--- config.mk ---
export PLATFORM = sky130hd
export DESIGN_NAME = present_sbox_layer
export DESIGN_NICKNAME = d
export VERILOG_FILES = /design/src/rtl/present_sbox_layer.sv
export SDC_FILE = /design/constraint.sdc
export NUM_CORES = 1
export LEC_CHECK = 0
export BUFFER_PORTS_ARGS = -buffer_cell sky130_fd_sc_hd__buf_4
export CAP_MARGIN = 0
export CORE_AREA = 2 2 121 123
export CTS_CLUSTER_SIZE = 28
export DETAILED_ROUTE_END_ITERATION = 10
export DIE_AREA = 0 0 123 125
export PLACE_DENSITY = 0.84
export SETUP_SLACK_MARGIN = 0.4
export SYNTH_ARGS = -nofsm -noshare
export SYNTH_HDL_FRONTEND = slang
export SYNTH_SLANG_ARGS = --single-unit
export TNS_END_PERCENT = 5
--- constraint.sdc ---
create_clock -name clk_i -period 4.5 [get_ports clk_i]
set_input_delay 0.45 -clock clk_i [delete_from_list [all_inputs] [get_ports clk_i]]
set_output_delay 0.45 -clock clk_i [all_outputs]
set_load 0.05 [all_outputs]
--- src/rtl/present_sbox_layer.sv ---
// Multi-cycle PRESENT substitution layer: applies the forward or inverse 4-bit
// S-box to every nibble of the state, LANES nibbles per clock, behind valid/ready.
module present_sbox_layer #(
  parameter int STATE_W = 64,
  parameter int LANES   = 4
) (
  input  logic               clk_i,
  input  logic               rst_n_i,
  input  logic               valid_i,
  output logic               ready_o,
  input  logic               inv_i,
  input  logic [STATE_W-1:0] data_i,
  output logic               valid_o,
  input  logic               ready_i,
  output logic [STATE_W-1:0] data_o
);

  localparam int NIBS  = STATE_W / 4;
  localparam int BEATS = STATE_W / (4 * LANES);
  localparam int CNT_W = (BEATS > 1) ? $clog2(BEATS) : 1;
  localparam logic [CNT_W-1:0] LAST_BEAT = CNT_W'(BEATS - 1);

  // Tables packed with nibble 0 in bits 3:0.
  localparam logic [63:0] FWD_TBL = 64'h21748FE3DA09B65C;
  localparam logic [63:0] INV_TBL = 64'hA970364BD21C8FE5;

  if (LANES < 1 || (STATE_W % (4 * LANES)) != 0) begin : g_bad_params
    $error("present_sbox_layer: STATE_W must be a multiple of 4*LANES");
  end

  typedef enum logic [1:0] {IDLE, BUSY, DONE} state_t;

  state_t             state, state_nx;
  logic [STATE_W-1:0] st, st_sub;
  logic               mode;
  logic [CNT_W-1:0]   cnt;

  function automatic logic [3:0] sbox(input logic [3:0] x, input logic inv);
    logic [63:0] tbl;
    tbl = inv ? INV_TBL : FWD_TBL;
    return tbl[{x, 2'b00} +: 4];
  endfunction

  // Each nibble belongs to a fixed beat, so the lane muxing reduces to a
  // per-nibble compare against the beat counter.
  always_comb begin
    st_sub = st;
    for (int n = 0; n < NIBS; n++) begin
      if (cnt == CNT_W'(n / LANES)) st_sub[n*4 +: 4] = sbox(st[n*4 +: 4], mode);
    end
  end

  // NOTE: every output of this block is given a default first, so no path
  // through the case leaves a signal unassigned and no latch is inferred.
  always_comb begin
    state_nx = state;
    ready_o  = 1'b0;
    valid_o  = 1'b0;
    unique case (state)
      IDLE: begin
        ready_o = 1'b1;
        if (valid_i) state_nx = BUSY;
      end
      BUSY: if (cnt == LAST_BEAT) state_nx = DONE;
      DONE: begin
        valid_o = 1'b1;
        if (ready_i) state_nx = IDLE;
      end
      default: state_nx = IDLE;
    endcase
  end

  // NOTE: state is updated with non-blocking assignments so every register
  // samples the pre-edge values regardless of statement order.
  always_ff @(posedge clk_i) begin
    if (!rst_n_i) begin
      state <= IDLE;
      st    <= '0;
      mode  <= 1'b0;
      cnt   <= '0;
    end else begin
      state <= state_nx;
      unique case (state)
        IDLE: if (valid_i) begin
          st   <= data_i;
          mode <= inv_i;
          cnt  <= '0;
        end
        BUSY: begin
          st  <= st_sub;
          cnt <= cnt + CNT_W'(1);
        end
        default: ;
      endcase
    end
  end

  assign data_o = st;

endmodule

==> summary.txt <==
Final layout
  • Synth-to-Final Area Change: 14.8%
  • Multi-input gate area: 0.00627 mm2
  • Antenna Cells: 0
  • Fraction of layout instances using a drive strength above 1: 21.0%
  • Most common cell after layout, fill and taps aside: buf_4
  • Register Area: 0.00139 mm2
  • Final #Nets: 1211
  • Fill cell count: 1186
  • Most frequent cells in the layout: buf_4 (140), ha_1 (132), mux2i_1 (73)

Critical path
  • R2r endpoint: data_o[62]
  • Worst setup EP type: flip-flop
  • Crit path launch: mode
  • CP Class: flip-flop to flip-flop
  • CP max-delay cell: buf_4
  • Req. time, crit path: 4.74 ns
  • Worst path cell trace: buf_4 > ha_1 > nor2_2 > mux4_2 > a221o_1 > o211a_1
  • Worst Setup EP: data_o[62]
  • Crit path DAT: 2.78 ns
  • Reg2Reg Depth: 6
  • R2r startpoint: mode
  • R2r setup slk: 1.96 ns
  • CP peak stage delay: 0.71 ns
  • CP Max Fanout: 72
  • Setup crit start kind: flip-flop

Die
  • Core ar.: 0.0142 mm2
  • Chip width: 123 um
  • Total die area: 0.0154 mm2
  • Die Y: 125 um
  • Ports: 135
  • Row cnt: 44
  • Starting Density: 57.6%

Logic synthesis
  • Avg Inst Size Synth: 8.66 um2
  • Synth Net Count: 1146
  • Post-synth EDFFs: 0
  • Ys Warns: 0
  • Adder-cell share of the synthesized area: 20.2%
  • Sequential share of the synthesized area: 16.9%
  • Most used flip-flop cell after synthesis: dfxtp_1
  • Synthesis-stage register bit count: 69
  • Mux cell area share after synthesis: 18.1%
  • Post-synthesis cell type count: 60
  • Post-Synth XOR/XNOR Area: 1.61%
  • Largest family of logic cells by synthesized area: compound AO/OA/AOI/OAI gates
  • Compound-Gate Fraction of Synth Area: 21.5%
  • Mapped Area: 0.00818 mm2
  • Mapped Cells: 945
  • Post-synthesis simple-gate area fraction: 15.1%
  • Asr flop ratio synth: 0%

Detailed routing
  • Wirelength per Cell: 18.0 um
  • Wirelength, routed: 21.6 mm
  • Vias per inst: 6.26
  • Number of remaining DRC errors: 0
  • DRT antenna net count: 0
  • Drt first pass iters: 5
  • Via count: 7505
  • Iter 0 DRT Violations: 615

Timing
  • Final hold vios: 0
  • Tmin final: 2.54 ns
  • FMAX: 394 MHz
  • Final period util: 56.4%
  • Slew @ Worst Pin: 1.06 ns
  • Setup Viol. Count Final: 0
  • TNS Setup: 0 ns
  • Unrepaired setup endpoints after global routing: no
  • Final Skew: 0.00412 ns
  • Relative slew slack: 29.0%
  • Slew Limit Fails: 0

Power
  • Seq pwr share: 33.0%
  • Logic pwr share: 41.4%
  • Sw Share: 41.7%
  • P_sw: 1.14 mW
  • Worst VDD drop: 0.187 mV
  • Pwr dens: 292 mW/mm2
  • Leak: 3.93 nW
  • Internal power: 1.60 mW
  • Total power: 2.74 mW
  • Clock network fraction of design power: 25.6%

CTS
  • Clock Latency Late Sink: 0.35 ns
  • H-tree depth: 3
  • CTS root buf: clkbuf_16
  • Clock sink count: 69
  • Number of setup buffers added after CTS: 0
  • CTS max path bufs: 2
  • Post-cts sizing count: 0
  • Clock transition at the registers of the reported paths: 0.06 ns
  • Number of hold buffers added after cts: 0
  • TritonCTS Buffers: 9
  • CTS tree: done

Placement
  • Final HPWL DP: 14.2 mm
  • Routability cong.: 0.882
  • Port buffer count: 134

GRT
  • Largest net degree at the start of global routing: 73
  • Tot GR Track Use: 28.2%
  • Initial antenna violation count: 0
  • First-pass GRT wire length: 35.4 mm
  • Via count of the first global-routing pass: 7065
  • Grt ovf: 0

Run
  • Maxcap violations: 0

Min path
  • Hold WC Path Type: input pin to flip-flop
  • Hold Crit Depth: 3

Status
  • Outcome: complete, no violations
[layer usage]
metal	vias up	part of all wire (%)	global-route usage [%]
li1	3616	-	-
met3	38	6.0	5.98
met5	-	0	0
met2	255	48	45.7
met1	3596	44	37.2
met4	0	2.2	9.16
[worst max-delay path, delay by kind of cell, from the launching register on]
kind	cells	cell delay [ns]
compound gates	2	0.44
fa+ha+maj	1	0.33
buf+inv	1	0.71
flops	1	0.41
mux	1	0.47
simple gates	1	0.04
[cell usage after synthesis (8+ instances only)]
library cell | instances | area, um2
mux2i_1 | 73 | 731
mux2_2 | 12 | 135
inv_1 | 42 | 158
o221ai_1 | 14 | 123
a31oi_1 | 26 | 163
nand2_1 | 54 | 203
a2111oi_0 | 9 | 78.8
dfxtp_1 | 69 | 1380
nand2b_1 | 22 | 138
a211oi_1 | 15 | 113
buf_2 | 31 | 155
nor3_1 | 10 | 50.1
buf_1 | 8 | 30.0
nor2b_1 | 23 | 144
o221a_2 | 9 | 101
nor3b_1 | 35 | 263
xnor2_1 | 15 | 131
a21oi_1 | 61 | 305
clkbuf_1 | 44 | 165
o21ai_0 | 72 | 360
mux4_2 | 25 | 563
a311oi_1 | 11 | 96.3
o211ai_1 | 10 | 75.1
nor2_1 | 35 | 131
ha_1 | 132 | 1650
[power groups by stage]
stage	Combinational, mW	Clock [mW]	Sequential [mW]
finish	1.14	0.702	0.906
global route	1.23	0.732	0.932
CTS	1.13	0.716	0.902
detailed placement	1.12	0	0.914
global placement	1.09	0	0.910
floorplan	0.744	0	0.986
[logic make-up after synthesis]
group           after synthesis
compound gates              266
xor+xnor                     15
fa+ha+maj                   132
buf+inv                     130
flops                        69
mux                         113
simple gates                220
[per-stage QoR]
stage                     setup slack [ns]  cells  util (%)  area, um2  hold slack (ns)
after CTS                             1.97   1198      66.1       9390            0.338
final                                 1.96   1198      66.1       9390            0.346
after detailed placement              1.97   1183      64.2       9110            0.504
after global placement                2.00   1183      64.2       9110            0.490
after floorplan                      0.699    945         -       8180            0.466
after global routing                  1.82   1198      66.1       9390            0.379
[how the worst min path moves through the flow]
stage	end	start	slack (ns)
final	mode	inv_i	0.35
after global routing	data_o[42]	data_i[42]	0.38
after CTS	mode	inv_i	0.34
after detailed placement	cnt[0]	cnt[0]	0.50
after global placement	cnt[0]	cnt[0]	0.49
after floorplan	cnt[0]	cnt[0]	0.47
[cell type report]
type / count / share of cell area [%]
sequential: 69 / 14.7
multi-input combinational: 746 / 66.7
timing repair buffer: 141 / 11.4
clock buffer: 14 / 2.92
clock inverter: 1 / 0.0533
tap: 184 / 2.45
inverter: 43 / 1.72
No activity file was read; power rests on OpenSTA's default activity.
